<file path="src/rtl/cpu_controller.sv">
// Eight-phase instruction sequencer for the VeriRISC CPU: walks fetch/decode/execute
// phases, stalls on slow memory, and decodes the bus/register strobes around the ALU.
module cpu_controller #(
    parameter int OPW    = 3,
    parameter int NPHASE = 8
) (
    input  logic           clk,
    input  logic           rst_n,
    input  logic [OPW-1:0] opcode,
    input  logic           zero,
    input  logic           mem_ready,
    output logic           sel,
    output logic           rd,
    output logic           ld_ir,
    output logic           inc_pc,
    output logic           ld_pc,
    output logic           ld_ac,
    output logic           data_e,
    output logic           wr,
    output logic           halt,
    output logic [2:0]     phase,
    output logic           instr_done
);

    localparam int PW = $clog2(NPHASE);

    typedef enum logic [PW-1:0] {
        INST_ADDR  = 3'd0,
        INST_FETCH = 3'd1,
        INST_LOAD  = 3'd2,
        IDLE       = 3'd3,
        OP_ADDR    = 3'd4,
        OP_FETCH   = 3'd5,
        ALU_OP     = 3'd6,
        STORE      = 3'd7
    } phase_t;

    localparam logic [OPW-1:0] OP_HLT = 3'd0;
    localparam logic [OPW-1:0] OP_SKZ = 3'd1;
    localparam logic [OPW-1:0] OP_ADD = 3'd2;
    localparam logic [OPW-1:0] OP_AND = 3'd3;
    localparam logic [OPW-1:0] OP_XOR = 3'd4;
    localparam logic [OPW-1:0] OP_LDA = 3'd5;
    localparam logic [OPW-1:0] OP_STO = 3'd6;
    localparam logic [OPW-1:0] OP_JMP = 3'd7;

    phase_t state;
    logic   halted;
    logic   is_aluop;
    logic   is_hlt_now;
    logic   stall;

    assign is_aluop   = (opcode == OP_ADD) || (opcode == OP_AND) ||
                        (opcode == OP_XOR) || (opcode == OP_LDA);
    assign is_hlt_now = (state == OP_ADDR) && (opcode == OP_HLT);
    // Only the instruction fetch and operand reads wait on memory.
    assign stall      = ((state == INST_FETCH) && !mem_ready) ||
                        ((state == OP_FETCH) && is_aluop && !mem_ready);

    always_ff @(posedge clk or negedge rst_n) begin
        if (!rst_n) begin
            state  <= INST_ADDR;
            halted <= 1'b0;
        end else if (!halted) begin
            if (is_hlt_now)
                halted <= 1'b1;
            else if (!stall)
                state <= phase_t'(state + 3'd1);
        end
    end

    assign phase = state;

    always_comb begin
        sel        = 1'b0;
        rd         = 1'b0;
        ld_ir      = 1'b0;
        inc_pc     = 1'b0;
        ld_pc      = 1'b0;
        ld_ac      = 1'b0;
        data_e     = 1'b0;
        wr         = 1'b0;
        instr_done = 1'b0;
        halt       = halted || is_hlt_now;
        // A halted sequencer drives nothing but the halt flag.
        if (!halted) begin
            case (state)
                INST_ADDR: sel = 1'b1;
                INST_FETCH: begin
                    sel = 1'b1;
                    rd  = 1'b1;
                end
                INST_LOAD, IDLE: begin
                    sel   = 1'b1;
                    rd    = 1'b1;
                    ld_ir = 1'b1;
                end
                OP_ADDR: inc_pc = (opcode != OP_HLT);
                OP_FETCH: rd = is_aluop;
                ALU_OP: begin
                    rd     = is_aluop;
                    inc_pc = (opcode == OP_SKZ) && zero;
                    ld_pc  = (opcode == OP_JMP);
                    data_e = (opcode == OP_STO);
                end
                STORE: begin
                    rd         = is_aluop;
                    ld_ac      = is_aluop;
                    ld_pc      = (opcode == OP_JMP);
                    data_e     = (opcode == OP_STO);
                    wr         = (opcode == OP_STO);
                    instr_done = 1'b1;
                end
                default: ;
            endcase
        end
    end

endmodule

</file>
<file path="config.mk">
export PLATFORM = sky130hd
export DESIGN_NAME = cpu_controller
export DESIGN_NICKNAME = d
export VERILOG_FILES = /design/src/rtl/cpu_controller.sv
export SDC_FILE = /design/constraint.sdc
export NUM_CORES = 1
export LEC_CHECK = 0
export CORE_AREA = 5 5 42 44
export DETAILED_ROUTE_END_ITERATION = 12
export DIE_AREA = 0 0 47 49
export HOLD_SLACK_MARGIN = 0.06
export PLACE_DENSITY = 0.67
export SYNTH_ARGS = -nofsm -noshare
export SYNTH_HDL_FRONTEND = slang
export SYNTH_SLANG_ARGS = --single-unit
</file>
<file path="constraint.sdc">
create_clock -name clk -period 1.4 [get_ports clk]
set_input_delay 0.14 -clock clk [delete_from_list [all_inputs] [get_ports clk]]
set_output_delay 0.14 -clock clk [all_outputs]
set_load 0.05 [all_outputs]
</file>
* Word level (Yosys, flattened, before mapping) *
Index checks and enable logic that the tools add are counted.

word-level totals
  flip-flop bits (word level) = 4
  input bits = 7
  output and inout port bits = 13
  logic and storage cells = 60

cells by class
  add/subtract/negate cells = 1
  equality and inequality tests = 14
  mux-type cells = 20
  bitwise gates (word level) = 3
  reduce and logical (&&, ||, !) cells = 20

operator list
  kind                                                  count
  equality test 3 bit (second input constant)           8
  two-way mux 1 bit                                     18
  equality test 3 x 2 -> 1 bit (second input constant)  4
  equality test 3 x 1 -> 1 bit (second input constant)  2
  logical NOT 3 bit                                     2
  OR reduction 3 bit                                    2
  logical AND 1 bit                                     5
  logical OR 1 bit                                      5
  one-hot mux 1 bit (2 select lines)                    2
  OR reduction 2 bit                                    2
  OR reduction 4 bit                                    1
  adder 3 x 1 -> 3 bit (second input constant)          1
  NOT 1 bit                                             3
  AND reduction 3 bit                                   1
  nonzero test 3 bit                                    1
  logical NOT 1 bit                                     1

* Depth between registers and ports, before layout *
  word-level depth = 9
  gate-level depth with buffers = 6
  mapped depth without buffers = 6

* Worst setup path after synthesis *
Ideal clock, no wire load.

  path type = register to output
  start point = reg state[0], in the netlist phase[0]
  end point = out ld_pc
  arrival = 2800 ps
  slack = -1540 ps
  stages on the path, launching flop included = 5
  buffers on the path = 0
  path through = dfrtp_1 ha_1 ha_1 a21oi_1 nor4b_1

on the way
  cells in the longest elaborated chain, start to end = 4
  elaborated cells between the ends (all ways) = 5

RTL lines
  what                                   line  text
  start: declaration                     47    phase_t state;
  start signal: assignment               68    state <= phase_t'(state + 3'd1);
  equality test 3 bit                    87    case (state)
  OR reduction 2 bit (no source line) *  n/a
  two-way mux 1 bit *                    n/a
  two-way mux 1 bit *                    86    if (!halted) begin
  end: declaration                       16    output logic ld_pc,

Every way passes the cells marked *; elsewhere a longest branch is shown, timed or not.

* Worst setup path after layout *
  start point = reg state[0], in the netlist phase[0]
  end point = out rd

on the way
  cells in the longest elaborated chain, start to end = 4
  elaborated cells between the ends (all ways) = 10

RTL lines
  what                                         line  text
  equality test 3 bit (tied with other cells)  87
  OR reduction 3 bit (no source line)          n/a
  one-hot mux 1 bit (2 select lines) *         87
  two-way mux 1 bit *                          86
  end: declaration                             13    output logic rd,

Marked as above.

==> out/qor.yml <==
ctsHtreeMaxLevel: 1
yosysTopAreaCellShare_pct: 24.1
area_growth_syn_to_layout_pct: 165
die_x_um: 47
slew_violations: 0
drive_above_1_share_pct: 80.7
synthCells: 48
ff2ff_path_depth: 5
cts_root_buf: "clkbuf_4"
core_area_mm2: 0.00140
die_y_um: 49
rows: 14
gp_congestion: 0.752
max_freq_mhz: 541
clock_latency_ns: 0.25
crit_arrival_ns: 1.71
ir_worst_vdd_mv: 1.79
path_max_fanout: 4
cp-start-kind: "register"
avgSynthCellArea_um2: 8.65
reg2reg_from: "phase[0]"
p_int_mw: 1.54
yosysWarnings: 0
power.switching_mw: 1.50
violations: "negative setup slack"
antenna_left: 0
placement.cell_area_um2: 978
layout.cells.non_filler: 104
drt_iter0_drc: 2
nFillCells: 94
dr.pass1.iters: 3
globalRouteOverflowTotal: 0
layout_setup_ws_ns: -0.447
layout_commonest_cell: "buf_4"
cts_max_path_buffers: 2
dp_hpwl_um: 1160
p_seq_share_pct: 9.7
fin_crit_sh_pct: 132
remaining_drc_errors: 0
portBuffers: 19
p_leak_nw: 0.440
post_drt_wl_per_cell_um: 14.7
status: "complete, but fails checks"
vias_per_cell: 4.94
dieArea_mm2: 0.00230
yosysTopAreaCell: "dfrtp_1"
antenna_found_initial: 0
grt_pass1_vias: 559
crit_required_ns: 1.26
cts_tree: "yes"
fin_crit_ns: 1.85
synthDistinctLibCells: 25
routed_wl_um: 1530
sw_frac_of_total_pct: 49.4
clkPwrFrac_pct: 5.6
maxSlewHeadroom_pct: 76.5
p_per_area_mw_per_mm2: 2760
design_area_mm2: 0.00110
comb_power_share_pct: 84.6
clock_skew_ns: 0.0174
worstMarginPinSlew_ns: 0.349
synth.area.top_cells: "dfrtp_1, ha_1, a21oi_1, nand2b_1, nor2_1"
setup_violations: 13
holdCritPathClass: "input port to asynchronous set/reset pin"
hold_viol: 0
start_util_pct: 29.6
cts_buffers: 3
netlist_area_um2: 415
crit_type: "register to output port"
ys_ff_latch: 4
place_worst_setup_slack_ns: -0.397
cts_hold_buf: 0
num_vias: 514
final_cell_mix: "buf_4, buf_12, buf_6"
path_clk_slew_ns: 0.05
critPathLaunch: "phase[0]"
rsz0062_at_grt: "yes"
synth_fp_nets: 61
cts.sinks: 4
tns_ns: -3.91
drv_cap: 0
n_antenna_cell: 0
grt_max_degree: 8
io_pins: 20
end_kind: "output port"
grt_pass1_wl_um: 2480
dp_cells: 99
grt_usage_pct: 15.0
synth_seq_area_share_pct: 24.1
nets: 102
[critical path, stage by stage, from the launching register on]
cell       delay (ns)
dfrtp_4          0.51
ha_4             0.18
mux2_4           0.27
a2bb2oi_2        0.13
nor2_2           0.17
nor2_4           0.05
buf_6            0.15
[area by class of cell]
cell class                 instances  area [um2]  area share [%]
multi-input combinational         38         500            45.5
timing repair buffer              38         427            38.7
sequential                         4         106            9.66
clock buffer                       4        26.3            2.39
inverter                           4        21.3            1.93
tap                               16        20.0            1.82
[power by group through the flow]
stage / Combinational (mW) / Clock, mW / Sequential, mW
after global placement: 2.22 / 0 / 0.291
final: 2.57 / 0.171 / 0.295
after CTS: 2.45 / 0.178 / 0.287
after global routing: 2.72 / 0.188 / 0.305
after detailed placement: 2.27 / 0 / 0.292
after floorplan: 1.21 / 0 / 0.462
[worst paths after layout]
kind | slack, ns | end
min in group clk | 0.72 | phase[1]
worst min register to register | 0.72 | phase[1]
worst max register to register | -0.18 | phase[1]
worst max-delay path | -0.45 | rd
max in group asynchronous | 1.11 | phase[0]
worst min-delay path | 0.09 | phase[1]
[routing by layer]
metal	part of all wire (%)	wire length [um]	vias to the layer above	track usage, %
li1	-	-	254	-
met4	3.7	57	0	12.9
met2	53	816	17	24.9
met1	39	593	238	16.2
met3	4.2	65	5	0.738
met5	0	0	-	0
[synth_stat cells]
master and n:
xnor2_2 1, nor3_1 3, nand4_1 1, dfrtp_1 4, or3_2 1, nor4b_1 1, nor2_1 5, o21ai_0 1
nand2b_1 3, o311ai_0 1, a2bb2oi_1 1, mux2_4 1, xnor2_1 1, nand2_1 1, or3_1 1, a311o_2 1
buf_2 1, inv_1 4, ha_1 6, mux2_2 1, a21oi_2 1, nand3_1 1, nor4_1 2, a21oi_1 4
clkbuf_1 1
[sequential cells by signal, indices dropped and copies added (netlist names)]
name	cells
halted	1
phase	3
[cells by family (layout without fill, tap and decap cells)]
| kind of cell | after synthesis | in the layout | share of synthesized area, % |
|---|---|---|---|
| AOI/OAI and AO/OA | 9 | 9 | 15.1 |
| xor gates and xnor gates | 2 | 2 | 6.03 |
| adders and majority gates | 6 | 6 | 18.1 |
| buffers and inverters | 6 | 46 | 5.72 |
| DFF | 4 | 4 | 24.1 |
| muxes | 2 | 2 | 6.32 |
| and+or+nand+nor | 19 | 19 | 24.7 |
[metrics by stage]
step | utilization [%] | hold WS (ns) | power (mW)
2_1_floorplan | - | -0.156 | 1.67
3_3_place_gp | 69.8 | 0.355 | 2.51
3_5_place_dp | 69.8 | 0.360 | 2.56
4_1_cts | 76.3 | 0.0833 | 2.92
5_1_grt | 78.6 | 0.0952 | 3.21
6_report | 78.6 | 0.0856 | 3.03
[repair_timing]
| item | in CTS | in global routing |
|---|---|---|
| endpoints found under the setup margin | 13 | 13 |
| setup buffers | 1 | 0 |
| pin swaps | 7 | 4 |
| gates resized for setup | 13 | 5 |
| hold endpoints to repair | 0 | 0 |
Power figures use the tool's default switching activity.
